$ cat src/rtl/cp0_exc_ctrl.sv
// Coprocessor-0 exception controller: Status/Cause/EPC, irq synchronisers, trap latching, handler vectoring.
// Optional CP0_VECTORED_EN: per-interrupt vector offset indexed by the highest pending IP[15:10] bit.
module cp0_exc_ctrl #(
  parameter int          NIRQ  = 6,
  parameter int          NTRAP = 2,
  parameter logic [31:0] BASE  = 32'h8000_0180
) (
  input  logic             clk,
  input  logic             rst,
  input  logic             we,
  input  logic [4:0]       addr,
  input  logic [31:0]      wd,
  output logic [31:0]      rd,
  input  logic [NIRQ-1:0]  irq,
  input  logic [NTRAP-1:0] trap,
  input  logic [31:0]      pc,
  input  logic             eret,
  output logic             exl,
  output logic             iv,
  output logic [4:0]       exc_code,
  output logic [31:0]      vector
);

  // state   | meaning
  // RUN     | normal execution, EXL=0, sources may be taken
  // HANDLER | inside handler, EXL=1, sources only accumulate in IP
  typedef enum logic {RUN, HANDLER} state_t;

  // IP/IM bits 15:8 are held as [7:0]; only wired sources are implemented.
  localparam logic [7:0] IMPL = 8'((((1 << NIRQ) - 1) << 2) | ((1 << NTRAP) - 1));

  state_t            state, state_n;
  logic              take;
  logic [NIRQ-1:0]   sync1, sync2;
  logic              ie;
  logic [7:0]        im, ip, ip_n, hw_set, sw_clr;
  logic              iv_q;
  logic [4:0]        code;
  logic [31:0]       epc;
  logic              wr_status, wr_cause, wr_epc;
  logic              unused_wd;

  assign wr_status = we && (addr == 5'd12);
  assign wr_cause  = we && (addr == 5'd13);
  assign wr_epc    = we && (addr == 5'd14);
  assign unused_wd = ^{wd[31:24], wd[22:16], wd[7:1]};

  always_comb begin
    hw_set = '0;
    for (int i = 0; i < NIRQ; i++) hw_set[2+i] = sync2[i];
    for (int t = 0; t < NTRAP; t++) hw_set[t] = trap[t];
    hw_set = hw_set & im;
    sw_clr = wr_cause ? ~wd[15:8] : 8'h00;
    // Hardware set wins over a software clear of the same bit.
    ip_n   = ((ip & ~sw_clr) | hw_set) & im & IMPL;
  end

  always_ff @(posedge clk) begin
    if (!rst) state <= RUN;
    else      state <= state_n;
  end

  always_comb begin
    state_n = state;
    take    = 1'b0;
    case (state)
      RUN: begin
        if (ie && (|ip)) begin
          take    = 1'b1;
          state_n = HANDLER;
        end
      end
      HANDLER: begin
        if (eret) state_n = RUN;
      end
      default: state_n = RUN;
    endcase
  end

`ifdef CP0_VECTORED_EN
  logic [2:0] idx, hi_idx;

  always_comb begin
    hi_idx = '0;
    for (int i = 0; i < NIRQ; i++) if (ip[2+i]) hi_idx = 3'(i);
  end

  always_ff @(posedge clk) begin
    if (!rst)      idx <= '0;
    else if (take) idx <= hi_idx;
  end

  always_comb begin
    if (iv_q && (code != 5'd13)) vector = BASE + 32'h80 + ({29'd0, idx} << 5);
    else                         vector = BASE;
  end
`else
  always_comb begin
    if (iv_q && (code != 5'd13)) vector = BASE + 32'h80;
    else                         vector = BASE;
  end
`endif

  always_ff @(posedge clk) begin
    if (!rst) begin
      sync1 <= '0;
      sync2 <= '0;
      ie    <= 1'b0;
      im    <= '0;
      ip    <= '0;
      iv_q  <= 1'b0;
      code  <= '0;
      epc   <= '0;
    end else begin
      sync1 <= irq;
      sync2 <= sync1;
      ip    <= ip_n;
      if (wr_status) begin
        ie <= wd[0];
        im <= wd[15:8] & IMPL;
      end
      if (wr_cause) iv_q <= wd[23];
      // Entry capture takes priority over a software EPC write on the same edge.
      if (take) begin
        epc  <= pc;
        code <= (|ip[7:2]) ? 5'd0 : 5'd13;
      end else if (wr_epc) begin
        epc <= wd;
      end
    end
  end

  always_comb begin
    rd = '0;
    case (addr)
      5'd12:   rd = {16'd0, im, 6'd0, exl, ie};
      5'd13:   rd = {8'd0, iv_q, 7'd0, ip, 1'b0, code, 2'b00};
      5'd14:   rd = epc;
      default: rd = '0;
    endcase
  end

  assign exl      = (state == HANDLER);
  assign iv       = iv_q;
  assign exc_code = code;

endmodule

$ cat config.mk
export PLATFORM = sky130hd
export DESIGN_NAME = cp0_exc_ctrl
export DESIGN_NICKNAME = d
export VERILOG_FILES = /design/src/rtl/cp0_exc_ctrl.sv
export SDC_FILE = /design/constraint.sdc
export NUM_CORES = 1
export LEC_CHECK = 0
export ABC_AREA = 1
export BUFFER_PORTS_ARGS = -buffer_cell sky130_fd_sc_hd__buf_2
export CAP_MARGIN = 20
export CORE_ASPECT_RATIO = 0.6
export CORE_MARGIN = 2
export CORE_UTILIZATION = 52
export CTS_CLUSTER_DIAMETER = 50
export CTS_CLUSTER_SIZE = 24
export DETAILED_ROUTE_END_ITERATION = 6
export PLACE_DENSITY_LB_ADDON = 0.12
export SYNTH_ARGS = -nofsm -noshare
export SYNTH_HDL_FRONTEND = slang
export SYNTH_SLANG_ARGS = --single-unit
$ cat constraint.sdc
create_clock -name clk -period 2.5 [get_ports clk]
set_clock_uncertainty 0.1 [all_clocks]
set_input_delay 0.5 -clock clk [delete_from_list [all_inputs] [get_ports clk]]
set_output_delay 0.5 -clock clk [all_outputs]
set_load 0.01 [all_outputs]
# Word-level counts from Yosys, hierarchy flattened

Index checks and enable logic that the tools add are counted.

Equal/unequal tests: 4
Mux-type cells: 10
Bitwise operators: 7
Reduce and logical (&&, ||, !) cells: 8

Operators by type and width:

| cell                                                                  | number |
|---|---|
| 32-bit one-hot mux with 3 select lines                                | 1 |
| 32-bit two-way mux                                                    | 2 |
| 8-bit AND                                                             | 3 |
| 8-bit NOT                                                             | 2 |
| 5-bit by 4-bit equality test with 1-bit output, second input constant | 3 |
| 10-bit two-way mux                                                    | 1 |
| 8-bit two-way mux                                                     | 1 |
| 8-bit bitwise OR                                                      | 1 |
| 8-bit OR reduction                                                    | 1 |
| 6-bit OR reduction                                                    | 1 |
| 1-bit logical AND                                                     | 5 |
| 5-bit by 4-bit != test with 1-bit output, second input constant       | 1 |
| 4-bit two-way mux                                                     | 1 |
| 1-bit two-way mux                                                     | 3 |
| 1-bit one-hot mux with 2 select lines                                 | 1 |
| 2-bit nonzero test                                                    | 1 |
| 1-bit NOT                                                             | 1 |

Flip-flop bits (word level): 68
Input bits: 81
Output and inout bits: 71
Word-level logic and storage cells: 38

# Longest topological paths before layout

Depth in word-level cells: 7
Gate-level depth with buffers: 9
Gate-level depth less buffers: 8

# Least setup slack after synthesis

No wires, ideal clock.

Kind: input to output
Start point: in addr[3]
End point: out rd[1]
Arrival time: 1.285 ns
Data required time: 1.900 ns
Path slack: 0.615 ns
Cell stages on the path: 5
Path buffers: 1
Cell sequence: nand2_1 nor2_1 nand2_1 clkbuf_1 o21ai_0

Word-level cells in the longest chain between the ends: 2
Elaborated cells on any way between the ends: 4
Classes of those cells: eq/ne (3); mux (1)

Ends and longest elaborated chain:

| what                                           | RTL line | RTL |
|---|---|---|
| start, declared                                | 11       | `input logic [4:0] addr,` |
| 5-bit by 4-bit equality test with 1-bit output | 135      | `case (addr)` |
| 32-bit one-hot mux with 3 select lines (*)     | 135      |  |
| end, declared                                  | 13       | `output logic [31:0] rd,` |

Mark *: on every way between the ends. The rest lies on a longest branch, timed or not.

# Worst setup path in the final report

Start point: in addr[3]
End point: out rd[5]

The elaborated chain is that of the path after synthesis.

==> results.tsv <==
metric	value	unit
dr_wl_met2	4065	µm
cp.arrival	1.68	ns
grt_util_all_layers	0.2538	
stdcell_area	4486	µm²
layout-drive-gt1-share	0.2362	
r2r_cells	9	
fp.dieH	68.70	µm
r2r_slack	0.64	ns
peakVddDrop	0.2791	mV
power_density	570.8	nW/µm²
post_dp_cell_area	4164	µm²
hold_end	sync1[3]	
r2r_start	ip[3]	
vias	3722	
clock_sinks	64	
vias_per_cell	4.815	
multiInputGateArea	1663	µm²
area_growth	23.66	%
grt_first_pass_wirelength	15110	µm
critPathMaxStageDelay	0.34	ns
top_layer	met4	
gp_congestion	0.8051	
cts_tree	done	
drc	0	
wl_met3	992	µm
utilization	0.6690	
cp_top_family	buffers and inverters	
wire_per_inst	12.22	µm
numCtsBuffers	9	
crit_type	primary input to primary output	
ant_nets	0	
synth_warnings	0	
p_leak	0.002452	µW
dr.pass1.iters	6	
clk_pin_slew	0.05	ns
design.portCount	152	
crit_buf_inv	3	
finalHoldViolCount	0	
root_buffer	clkbuf_16	
synth_area	3627	µm²
start_kind	primary input	
netlist.area_leader.share	0.3532	
grt_pass1_vias	3292	
drv_slew	0	
status	completed	
initial_core_util	0.5410	
maxCapViolCount	0	
wl_met1	4310	µm
drt_iter0_markers	300	
rows	23	
worst_pin_slew	0.5369	ns
hold_class	primary input to flip-flop	
overflow	0	
syn_avg_cell_area	6.297	µm²
cts_setup_buffers	0	
cp_slowest_cell	clkinv_1	
ff_latch_area	1281	µm²
synth_cells	576	
relSlewSlack	0.6411	
postCtsHoldBufs	0	
antenna_found_initial	0	
ys_seq_elements	64	
dieWidth	111.8	µm
hp-start	irq[3]	
r2r_end	epc[17]	
cts_buffer_depth	2	
hold_depth	3	
crit_fanout	9	
grt_max_degree	45	
cts_resized	0	
cts_max_level	3	
nFillCells	602	
port_buffers	120	
tns	0	ns
fin_nets	763	
clk_latency	0.33	ns
fin_crit_sh	0.9127	
rsz0062_at_grt	no	
finalSetupViolCount	0	
wl	9443	µm
synth_largest_area_cell	dfxtp_1	
cp_data_required_time	1.90	ns
timing.fmax	438.3	MHz
min_period	2.282	ns
dp_hpwl	6629	µm
core_region_area	6705	µm²
synth-seq-area-share	0.3532	
synth.distinct_cells	24	
dieArea	7681	µm²
antenna_cells	0	
cp_cell_sequence	buf_2 > nand2_1 > nor2_1 > nand3_1 > clkinv_1 > nand2_1 > o21ai_0 > buf_2	
synth_area_leaders	dfxtp_1 (35%), nand2_1 (14%), nand3_1 (10%)	
critPathCaptureType	primary output	
## per-layer routing
layer  global-route usage  vias up
li1                     -     1902
met5                    0        -
met1               0.3342     1642
met3              0.09266        9
met4              0.08796        0
met2               0.3902      169
## per-stage QoR
step | instances | hold slack, ns | total power [µW] | setup WS [ns]
global placement | 758 | 0.2914 | 1228 | 0.3067
floorplan | 605 | 0.2905 | 1180 | 0.6153
global route | 773 | 0.2544 | 2648 | 0.06396
detailed placement | 758 | 0.2969 | 1232 | 0.2475
CTS | 773 | 0.2387 | 2577 | 0.2083
finish | 773 | 0.2499 | 2560 | 0.2182
## final cells by class
| type | instances | area share |
|---|---|---|
| sequential | 64 | 0.2856 |
| timing repair buffer | 131 | 0.1607 |
| inverter | 104 | 0.08703 |
| tap | 87 | 0.02427 |
| multi-input combinational | 372 | 0.3707 |
| clock buffer | 12 | 0.05718 |
| clock inverter | 3 | 0.01450 |
## synthesized netlist by cell type (all sizes together)
| library cell | instances |
|---|---|
| clkinv | 1 |
| dfxtp | 64 |
| a21oi | 20 |
| buf | 50 |
| conb | 2 |
| o21ai | 38 |
| nand4 | 1 |
| o211ai | 8 |
| clkbuf | 15 |
| nor2 | 60 |
| nand2 | 135 |
| o22ai | 2 |
| inv | 103 |
| nand3 | 77 |
## worst register-to-register path, delay by kind of cell (launching register included)
| kind | cells | cell delay, ns |
|---|---|---|
| buffers and inverters | 3 | 0.49 |
| DFF | 1 | 0.32 |
| and+or+nand+nor | 6 | 0.84 |
## how the worst max path moves through the flow
| stage | startpoint | endpoint | slack [ns] | cells after the start |
|---|---|---|---|---|
| after global placement | addr[3] | rd[5] | 0.31 | 8 |
| after global routing | addr[3] | rd[5] | 0.06 | 8 |
| after CTS | addr[3] | rd[5] | 0.21 | 8 |
| final | addr[3] | rd[5] | 0.22 | 8 |
| after floorplan | addr[3] | rd[1] | 0.62 | 5 |
| after detailed placement | addr[3] | rd[5] | 0.25 | 8 |
## sequential cells by signal, indices dropped and copies added, names as in the netlist
register and count:
epc 32, exc_code 1, exl 1, ie 1
im 8, ip 8, iv 1, sync1 6
sync2 6
## power by group
group          internal (µW)  total, µW  switching, µW
logic                   67.2        171            104
registers               1040       1040           4.61
clock network            919       1350            428
total                   2020       2560            536
## cell families (layout without fill, tap and decap cells)
family,Yosys count,in the layout,share of synthesized area
DFF,64,64,0.3532
and+or+nand+nor,273,273,0.3222
buffers and inverters,169,250,0.2204
other,2,31,0.002070
AOI/OAI and AO/OA,68,68,0.1021
## cells in the final DEF (no fill, tap or decap)
cell type | Yosys | layout
clkbuf_1 | 15 | 1
nand3_2 | 1 | 1
inv_1 | 101 | 101
o211ai_1 | 8 | 8
clkinv_2 | 0 | 1
clkbuf_8 | 0 | 2
o21ai_4 | 0 | 1
nor2_4 | 2 | 2
clkinv_1 | 1 | 1
a21oi_1 | 20 | 20
buf_12 | 0 | 3
nand3_1 | 76 | 76
o21ai_2 | 2 | 1
nand2_1 | 134 | 134
buf_2 | 9 | 120
nor2_2 | 9 | 9
nand2_2 | 1 | 1
o22ai_1 | 2 | 2
dfxtp_1 | 64 | 64
bufinv_16 | 0 | 2
o21ai_1 | 9 | 9
inv_2 | 2 | 2
nand4_1 | 1 | 1
o21ai_0 | 27 | 27
nor2_1 | 49 | 49
conb_1 | 2 | 31
clkbuf_16 | 0 | 9
buf_4 | 37 | 8
Power figures use the tool's default switching activity.
